`src/rtl/mem_req_pkg.sv`:
```
// Shared types for the memory request issuer: request/response records and the byte-to-word shift.
// Field widths here fix DATA_WIDTH, ADDR_WIDTH and TAG_WIDTH of mem_req_issuer.
package mem_req_pkg;

    localparam int REQ_DATA_W = 32;
    localparam int REQ_ADDR_W = 32;
    localparam int REQ_TAG_W  = 4;
    localparam int WORD_SHIFT = 2;

    typedef struct packed {
        logic                  is_store;
        logic [REQ_ADDR_W-1:0] addr;
        logic [REQ_DATA_W-1:0] wdata;
        logic [REQ_TAG_W-1:0]  tag;
    } req_t;

    typedef struct packed {
        logic [REQ_DATA_W-1:0] rdata;
        logic [REQ_TAG_W-1:0]  tag;
        logic                  is_store;
        logic                  err;
    } resp_t;

    typedef enum logic {
        SLOT_EMPTY = 1'b0,
        SLOT_FULL  = 1'b1
    } slot_state_t;

endpackage

```
`src/rtl/mem_req_fifo.sv`:
```
// In-order request buffer: synchronous FIFO of req_t, power-of-two depth, wrapping pointers.
module mem_req_fifo
    import mem_req_pkg::*;
#(
    parameter int DEPTH = 4,
    localparam int PW   = $clog2(DEPTH),
    localparam int CW   = PW + 1
) (
    input  logic          clk,
    input  logic          reset,
    input  logic          push,
    input  req_t          push_data,
    input  logic          pop,
    output req_t          head,
    output logic          full,
    output logic          empty,
    output logic [CW-1:0] count
);

    req_t          r_mem [DEPTH];
    logic [PW-1:0] r_wr_ptr;
    logic [PW-1:0] r_rd_ptr;
    logic [CW-1:0] r_count;
    logic          w_do_push;
    logic          w_do_pop;

    assign full      = (r_count == CW'(DEPTH));
    assign empty     = (r_count == '0);
    assign count     = r_count;
    assign head      = r_mem[r_rd_ptr];
    assign w_do_push = push && !full;
    assign w_do_pop  = pop && !empty;

    always_ff @(posedge clk) begin
        if (reset) begin
            r_wr_ptr <= '0;
            r_rd_ptr <= '0;
            r_count  <= '0;
        end else begin
            if (w_do_push) begin
                r_mem[r_wr_ptr] <= push_data;
                r_wr_ptr        <= r_wr_ptr + 1'b1;
            end
            if (w_do_pop) begin
                r_rd_ptr <= r_rd_ptr + 1'b1;
            end
            case ({w_do_push, w_do_pop})
                2'b10:   r_count <= r_count + 1'b1;
                2'b01:   r_count <= r_count - 1'b1;
                default: r_count <= r_count;
            endcase
        end
    end

endmodule

```
`src/rtl/mem_req_issuer.sv`:
```
// Pipeline-side front end for the word memory: buffers load/store requests, issues them in order
// and returns one tagged response each. MEM_REQ_BOUNDS_CHECK_EN adds a word-index range check.
module mem_req_issuer
    import mem_req_pkg::*;
#(
    parameter int DATA_WIDTH = REQ_DATA_W,
    parameter int ADDR_WIDTH = REQ_ADDR_W,
    parameter int MEM_SIZE   = 1024,
    parameter int FIFO_DEPTH = 4,
    parameter int TAG_WIDTH  = REQ_TAG_W
) (
    input  logic                  clk,
    input  logic                  reset,
    input  logic                  req_valid,
    output logic                  req_ready,
    input  logic                  req_is_store,
    input  logic [ADDR_WIDTH-1:0] req_addr,
    input  logic [DATA_WIDTH-1:0] req_wdata,
    input  logic [TAG_WIDTH-1:0]  req_tag,
    output logic                  resp_valid,
    input  logic                  resp_ready,
    output logic [DATA_WIDTH-1:0] resp_rdata,
    output logic [TAG_WIDTH-1:0]  resp_tag,
    output logic                  resp_is_store,
    output logic                  resp_err,
    output logic                  mem_read_enable,
    output logic [ADDR_WIDTH-1:0] mem_read_addr,
    input  logic [DATA_WIDTH-1:0] mem_read_data,
    output logic                  mem_write_enable,
    output logic [ADDR_WIDTH-1:0] mem_write_addr,
    output logic [DATA_WIDTH-1:0] mem_write_data
);

    localparam int CW = $clog2(FIFO_DEPTH) + 1;
`ifdef MEM_REQ_BOUNDS_CHECK_EN
    localparam bit BOUNDS_CHECK = 1'b1;
`else
    localparam bit BOUNDS_CHECK = 1'b0;
`endif

    req_t                  w_push_req;
    req_t                  w_head;
    logic                  w_push;
    logic                  w_full;
    logic                  w_empty;
    logic [CW-1:0]         w_count;
    logic [ADDR_WIDTH-1:0] w_index;
    logic                  w_misaligned;
    logic                  w_out_of_range;
    logic                  w_err;
    logic                  w_issue;
    slot_state_t           r_slot_state;
    resp_t                 r_resp;

    // Both sides use valid/ready: a transfer happens on a rising edge where valid && ready are both
    // high; valid and its payload are held by the sender until that edge.
    assign req_ready  = (w_count < CW'(FIFO_DEPTH));
    assign w_push     = req_valid && !w_full;
    assign w_push_req = '{is_store: req_is_store, addr: req_addr, wdata: req_wdata, tag: req_tag};

    mem_req_fifo #(.DEPTH(FIFO_DEPTH)) u_fifo (
        .clk       (clk),
        .reset     (reset),
        .push      (w_push),
        .push_data (w_push_req),
        .pop       (w_issue),
        .head      (w_head),
        .full      (w_full),
        .empty     (w_empty),
        .count     (w_count)
    );

    assign w_index        = w_head.addr >> WORD_SHIFT;
    assign w_misaligned   = |w_head.addr[WORD_SHIFT-1:0];
    assign w_out_of_range = BOUNDS_CHECK && (w_index >= ADDR_WIDTH'(MEM_SIZE));
    assign w_err          = w_misaligned || w_out_of_range;

    // Reset gates issue so no memory access can start in a cycle with reset high.
    assign w_issue = !w_empty && ((r_slot_state == SLOT_EMPTY) || resp_ready) && !reset;

    assign mem_read_enable  = w_issue && !w_head.is_store && !w_err;
    assign mem_write_enable = w_issue && w_head.is_store && !w_err;
    assign mem_read_addr    = w_index;
    assign mem_write_addr   = w_index;
    assign mem_write_data   = w_head.wdata;

    always_ff @(posedge clk) begin
        if (reset) begin
            r_slot_state <= SLOT_EMPTY;
            r_resp       <= '0;
        end else if (w_issue) begin
            r_slot_state    <= SLOT_FULL;
            r_resp.rdata    <= mem_read_enable ? mem_read_data : '0;
            r_resp.tag      <= w_head.tag;
            r_resp.is_store <= w_head.is_store;
            r_resp.err      <= w_err;
        end else if ((r_slot_state == SLOT_FULL) && resp_ready) begin
            r_slot_state <= SLOT_EMPTY;
        end
    end

    assign resp_valid    = (r_slot_state == SLOT_FULL);
    assign resp_rdata    = r_resp.rdata;
    assign resp_tag      = r_resp.tag;
    assign resp_is_store = r_resp.is_store;
    assign resp_err      = r_resp.err;

endmodule

```
`config.mk`:
```
export PLATFORM = sky130hd
export DESIGN_NAME = mem_req_issuer
export DESIGN_NICKNAME = d
export VERILOG_FILES = /design/src/rtl/mem_req_pkg.sv /design/src/rtl/mem_req_fifo.sv /design/src/rtl/mem_req_issuer.sv
export SDC_FILE = /design/constraint.sdc
export NUM_CORES = 1
export LEC_CHECK = 0
export ABC_AREA = 1
export BUFFER_PORTS_ARGS = -buffer_cell sky130_fd_sc_hd__buf_2
export CAP_MARGIN = 20
export CORE_ASPECT_RATIO = 1.2
export CORE_UTILIZATION = 25
export DETAILED_ROUTE_END_ITERATION = 7
export GPL_TIMING_DRIVEN = 1
export REMOVE_ABC_BUFFERS = 1
export SYNTH_ARGS = -nofsm -noshare
export SYNTH_HDL_FRONTEND = slang
export SYNTH_SLANG_ARGS = --single-unit
```
`constraint.sdc`:
```
create_clock -name clk -period 7.6 [get_ports clk]
set_clock_uncertainty 0.2 [all_clocks]
set_input_delay 1.52 -clock clk [delete_from_list [all_inputs] [get_ports clk]]
set_output_delay 1.52 -clock clk [all_outputs]
set_load 0.1 [all_outputs]
```
==> results.md, run 1 <==
* Post_cts resized at 0
* Final worst path period share at 74.2%
* First-pass GRT wire length at 45800 µm
* Post-route DRC at 0
* Filler cells at 5204
* Crit path arrival time at 3.92 ns
* Vias at 7987
* Cell count after synthesis at 1012
* Worst-path maximum fanout at 43
* Max-cap violations at 0
* Seq/Total Area, Yosys at 70.5%
* Yosys reg bits at 324
* CP required at 5.88 ns
* Clock Root Buffer: clkbuf_16
* TritonCTS Buffers at 37
* Layout cells sized above 1 at 32.3%
* Final hold violations at 0
* Hpwl dp at 17600 µm
* Worst-Margin Slew at 0.977 ns
* Multiplexer share of the synthesized area at 0%
* Post-CTS Setup Bufs at 0
* IO Pins at 243
* Gpl congestion at 0.701
* Clock sinks at 324
* # port buffers at 238
* P per Cell Area at 419 nW/µm²
* Pint at 3.37 mW
* WHS at 0.259 ns
* Syn. warnings at 0
* Routed wire length per instance at 16.2 µm
* Clock tree buffer depth at 3
* Maximum number of pins on one net before global-route repair at 87
* Cell variety after synth at 31
* Clk pin slew, worst setup/hold paths at 0.06 ns
* Synth-to-Final Area Change at 17.7%
* P_sw at 3.09 mW
* Core Box Area at 51600 µm²
* Critical Path, Cell by Cell: buf_2, nor2_1, nand2_2, inv_1, nand2_1, nor2_1, buf_2
* Peak Freq at 0.177 GHz
* Gate power share at 41.2%
* Worst vdd ir at 0.000372 V
* Synth area leader: edfxtp_1
* Crit Path Class: in2out
* Post-route ant nets at 0
* Avg Cell Area, Syn at 13.0 µm²
* Min Tclk post-route at 5.64 ns
* CTS tree: yes
* Synth Area in Compound Gates at 10.9%
* Hold Crit Class: reg2reg
* Total power at 6.47 mW
* Final setup viols at 0
* Die Y at 253 µm
* Commonest cells after routing, fill and taps aside: edfxtp_1, buf_2, nor2_1
* Die ar. at 53400 µm²
* R2r setup slk at 4.59 ns
* Initial antenna violation count at 6
* P_leak at 5.45 nW
* Part of the power in registers at 32.7%
* Switching power share of the total at 47.9%
* DR iter-0 viols at 398
* Clk Latency, worst-skew pair at 0.53 ns
* Simple-gate portion of the synthesized area at 9.10%
* H-tree levels at 2
* Drt first pass iters at 4
* CP endpoint kind: primary output
* Synth top area share at 63.2%
* Status: completed
* Commonest non-fill, non-tap cell in the layout: edfxtp_1
* Setup crit start kind: input pin
* Gr ovfl total at 0
* FP Rows at 91
* Clk pwr share at 26.0%
* Setup TNS at 0 ns
* Synth Area in Adders at 0.629%
* Mapped cell area at 13100 µm²
* RSZ-0062 raised after global routing: false
* DRT Wirelength at 30400 µm
* CP max stage cell: buf_2
* Rel. slew slack at 34.7%
* Die width at 211 µm
* Vias in the first global route at 7940
* Vias per cell at 4.27
* Register area at 9250 µm²
* Final slew viol count at 0
* Overall routing resource usage at 11.3%
* Initial Utilization at 25.4%
* Multi-input gate area at 2750 µm²
* Largest family of logic cells by synthesized area: compound AO/OA/AOI/OAI gates
* Synth area leaders: edfxtp_1, dfxtp_1, buf_4
* Hold_buf cts at 0
* Worst stage delay on the critical path at 0.71 ns
* Post-synthesis xor/xnor area fraction at 0%
* Fin nets at 1257
==> per-stage QoR <==
stage                     util (%)  std cells  worst slack (ns)  instance area, µm²
final                         29.9       1871              1.96               15400
after detailed placement      27.7       1804              1.90               14300
after floorplan                  -        860            -0.380               12100
after global routing          29.9       1870              1.75               15400
after CTS                     29.9       1869              1.89               15400
after global placement        27.7       1804              1.92               14300
==> final cells by class <==
class | count | share of cell area [%]
Antenna cell | 2 | 0.0324
Clock buffer | 48 | 6.54
Clock inverter | 17 | 0.867
Inverter | 30 | 0.778
Multi-Input combinational cell | 506 | 17.8
Sequential cell | 324 | 59.9
Tap cell | 697 | 5.65
Timing Repair Buffer | 247 | 8.40
==> synthesized netlist by cell type, drive strengths merged <==
master,count
buf,119
nor3,1
nand3b,1
nand3,41
inv,29
o21ai,140
nor2,148
a21oi,39
clkinv,1
clkbuf,36
fa,1
edfxtp,276
dfxtp,48
ha,5
a31oi,1
conb,1
o22ai,66
nand2,59
==> critical path: cells and delay by family <==
family	cells	cell delay, ns
buf+inv	3	1.32
simple gates	4	1.05
==> kinds of logic after synthesis <==
| logic type | Yosys count |
|---|---|
| AO/OA/AOI/OAI | 246 |
| adder cells (fa/ha/maj) | 6 |
| buffers and inverters | 185 |
| flip-flops | 324 |
| other | 1 |
| AND/OR/NAND/NOR | 250 |
==> power groups by stage <==
stage	clock, mW	sequential (mW)	combinational, mW
floorplan	0	2.35	1.99
global placement	0	2.15	2.68
detailed placement	0	2.16	2.69
CTS	1.74	2.12	2.69
global route	1.81	2.13	2.79
finish	1.68	2.12	2.67
==> worst paths after layout <==
path / startpoint / to / cells after the start
worst max-delay path: reset / mem_write_enable / 7
worst min-delay path: u_fifo.r_rd_ptr[1] / flip-flop / 2
worst max register to register: u_fifo.count[1] / u_fifo.r_mem[2][28] / 5
worst min register to register: u_fifo.r_rd_ptr[1] / flip-flop / 2
==> registers in the layout, indices dropped and copies added, names as in the netlist, named ones only <==
register         cells
u_fifo.r_mem       276
resp_rdata          32
resp_tag             4
u_fifo.count         3
u_fifo.r_rd_ptr      2
u_fifo.r_wr_ptr      2
resp_err             1
resp_is_store        1
resp_valid           1
==> layer usage <==
| layer | up-vias | GRT usage [%] | routed length [µm] |
|---|---|---|---|
| li1 | 3811 | - | - |
| met1 | 3850 | 13.9 | 13100 |
| met2 | 261 | 18.3 | 14100 |
| met3 | 59 | 3.72 | 2290 |
| met4 | 6 | 4.20 | 824 |
| met5 | - | 0 | 45 |
Power figures use the tool's default switching activity.
==> run 2, diff against run 1 <==
Settings changed: ABC_AREA 1 to 0.
Clock period 7.6 ns to 5.55 ns, I/O delays scaled along.
==> results.md, run 2 <==
* Hold Crit Class: reg2reg (unchanged)
* Drt first pass iters at 4 (unchanged)
* Clock tree buffer depth at 3 (unchanged)
* Commonest non-fill, non-tap cell in the layout: edfxtp_1 (unchanged)
* RSZ-0062 raised after global routing: false (unchanged)
* Post-layout util at 30.3% (was 29.9%)
* Fin nets at 894 (was 1257)
* Vias in the first global route at 6168 (was 7940)
* Clock sinks at 324 (unchanged)
* Vias at 5911 (was 7987)
* Maximum number of pins on one net before global-route repair at 59 (was 87)
* H-tree levels at 2 (unchanged)
* WHS at 0.270 ns (was 0.259 ns)
* Register area at 9260 µm² (was 9250 µm²)
* Synth area leader: edfxtp_1 (unchanged)
* Asr flop ratio synth at 0% (unchanged)
* Post-route DRC at 0 (unchanged)
* Syn. warnings at 0 (unchanged)
* FP Rows at 88 (was 91)
* Status: completed (unchanged)
* Filler cells at 4756 (was 5204)
* Rel. slew slack at 29.5% (was 34.7%)
* Initial Utilization at 25.5% (was 25.4%)
* Post-CTS Setup Bufs at 0 (unchanged)
* Multi-input gate area at 2260 µm² (was 2750 µm²)
* Hpwl dp at 15000 µm (was 17600 µm)
* Hold_buf cts at 0 (unchanged)
* Synth top cells by count: edfxtp_1, buf_4, mux4_2 (was edfxtp_1, nor2_1, buf_4, o21ai_0, o22ai_1)
* Final setup viols at 0 (unchanged)
* Critical Path, Cell by Cell: buf_2, or3_4, a2111oi_4, buf_4, buf_2 (was buf_2, nor2_1, nand2_2, inv_1, nand2_1, nor2_1, buf_2)
* CTS tree: yes (unchanged)
* Gr ovfl total at 0 (unchanged)
* EDFF count, synth at 276 (unchanged)
* Die width at 205 µm (was 211 µm)
* Max FFs per register at 276 (unchanged)
* # port buffers at 238 (unchanged)
* Layout cells sized above 1 at 46.4% (was 32.3%)
* Worst stage delay on the critical path at 0.50 ns (was 0.71 ns)
* Placed instance area at 13600 µm² (was 14300 µm²)
* Final slew viol count at 0 (unchanged)
* IO Pins at 243 (unchanged)
* Clk Latency, worst-skew pair at 0.54 ns (was 0.53 ns)
* Final hold violations at 0 (unchanged)
* P_leak at 5.13 nW (was 5.45 nW)
* Post-route ant nets at 0 (unchanged)
* DRT Wirelength at 25500 µm (was 30400 µm)
* Worst-path maximum fanout at 33 (was 43)
* TritonCTS Buffers at 35 (was 37)
* Mapped cell area at 12400 µm² (was 13100 µm²)
* Core Box Area at 48400 µm² (was 51600 µm²)
* Vias per cell at 4.10 (was 4.27)
* Biggest register: u_fifo.r_mem (unchanged)
* Clk pin slew, worst setup/hold paths at 0.06 ns (about the same)
* CP required at 4.24 ns (was 5.88 ns)
* Seq/Total Area, Yosys at 74.8% (was 70.5%)
* Yosys reg bits at 324 (unchanged)
* Fin area at 14700 µm² (was 15400 µm²)
* Initial antenna violation count at 3 (was 6)
* Die Y at 246 µm (was 253 µm)
* Post_cts resized at 0 (unchanged)
* Max-cap violations at 0 (unchanged)
* Peak Freq at 0.233 GHz
* CP most frequent cell: buf_2
* Die ar. at 50300 µm² (was 53400 µm²)
* Final worst path period share at 77.2%
* Cell count after synthesis at 618 (was 1012)
* Crit path arrival time at 2.97 ns (was 3.92 ns)
* Clock Root Buffer: clkbuf_16 (unchanged)
* Worst-Margin Slew at 1.06 ns (was 0.977 ns)
* CP endpoint kind: primary output (unchanged)
* Avg Cell Area, Syn at 20.0 µm² (was 13.0 µm²)
* Worst vdd ir at 0.000419 V (was 0.000372 V)
* Routed wire length per instance at 17.7 µm (was 16.2 µm)
* Synth area leaders: edfxtp_1, mux4_2, dfxtp_1 (was edfxtp_1, dfxtp_1, buf_4)
* Cell variety after synth at 35 (was 31)
* Setup crit start kind: input pin (unchanged)
* First-pass GRT wire length at 37400 µm (was 45800 µm)
* Synth top area share at 67.1% (was 63.2%)
* Most common cell in the synthesized netlist: edfxtp_1 (unchanged)
* Primary FF master, synth: edfxtp_1 (unchanged)
* Crit Path Class: in2out (unchanged)
* Overall routing resource usage at 10.1% (was 11.3%)
* DR iter-0 viols at 262 (was 398)
* Synth-to-Final Area Change at 19.0% (was 17.7%)
* Gpl congestion at 0.693 (was 0.701)
* Commonest cells after routing, fill and taps aside: edfxtp_1, buf_2, mux4_2 (was edfxtp_1, buf_2, nor2_1)
* CP max stage cell: buf_2 (unchanged)
* P per Cell Area at 585 nW/µm² (was 419 nW/µm²)
* Min Tclk post-route at 4.28 ns
[run 2: changes by cell type after synthesis, moves of 9 or more]
| cell | change |
|---|---|
| nor2_1 | -133 |
| o21ai_0 | -94 |
| mux4_2 | +66 |
| o22ai_1 | -66 |
| nand2_1 | -47 |
| o21ai_1 | -43 |
| a22o_1 | +32 |
| nand3_2 | -32 |
| a21oi_2 | -30 |
| clkbuf_1 | -29 |
| inv_1 | -19 |
| nand3_1 | -9 |
[run 2: cell type report]
cell class	count	share of cell area [%]
flip-flops and latches	324	63.0
clock inverters	20	1.01
repair buffers	246	8.65
multi-input cells	168	15.3
inverters	8	0.204
well taps	630	5.36
clock buffers	43	6.44
diodes	2	0.0340
[run 2: where the power goes]
group	internal [mW]	leakage, nW	switching [mW]
Sequential	2.84	2.90	0.146
Clock	1.27	0.538	0.954
Combinational	0.628	1.70	2.76
[run 2: metal layers]
layer | track usage [%] | wire, µm | vias up
met3 | 3.01 | 1390 | 48
met4 | 4.23 | 719 | 2
met5 | 0 | 11 | -
met1 | 11.4 | 9910 | 3037
li1 | - | - | 2665
met2 | 17.5 | 13400 | 159
[run 2: cells by family after synthesis]
group,Yosys count,share of synthesized area (%)
buffers and inverters,129,7.11
xor gates and xnor gates,4,0.284
muxes,71,12.4
other,1,0.0303
and+or+nand+nor,39,1.61
adders and majority gates,6,0.668
DFF,324,74.8
AOI/OAI and AO/OA,44,3.03
[run 2: metrics by stage]
step                power (mW)  instances  TNS, ns  setup slack, ns
floorplan                 5.90        500   -15.43            -1.14
global route              8.91       1441        0             1.08
CTS                       8.73       1438        0             1.18
finish                    8.60       1441        0             1.27
global placement          6.44       1375        0             1.31
detailed placement        6.46       1375        0             1.27
[run 2: worst paths after layout]
path	startpoint	endpoint	slack, ns	cells after the start
worst max-delay path	reset	mem_read_enable	1.27	5
worst max register to register	u_fifo.count[0]	u_fifo.r_mem[1][4]	2.89	4
worst min register to register	resp_rdata[22]	resp_rdata[22]	0.27	1
worst min-delay path	resp_rdata[22]	resp_rdata[22]	0.27	1
[run 2: worst max-delay path: cells and delay by family]
family | cells | cell delay [ns]
AOI/OAI and AO/OA | 1 | 0.28
buffers and inverters | 3 | 1.07
and+or+nand+nor | 1 | 0.49
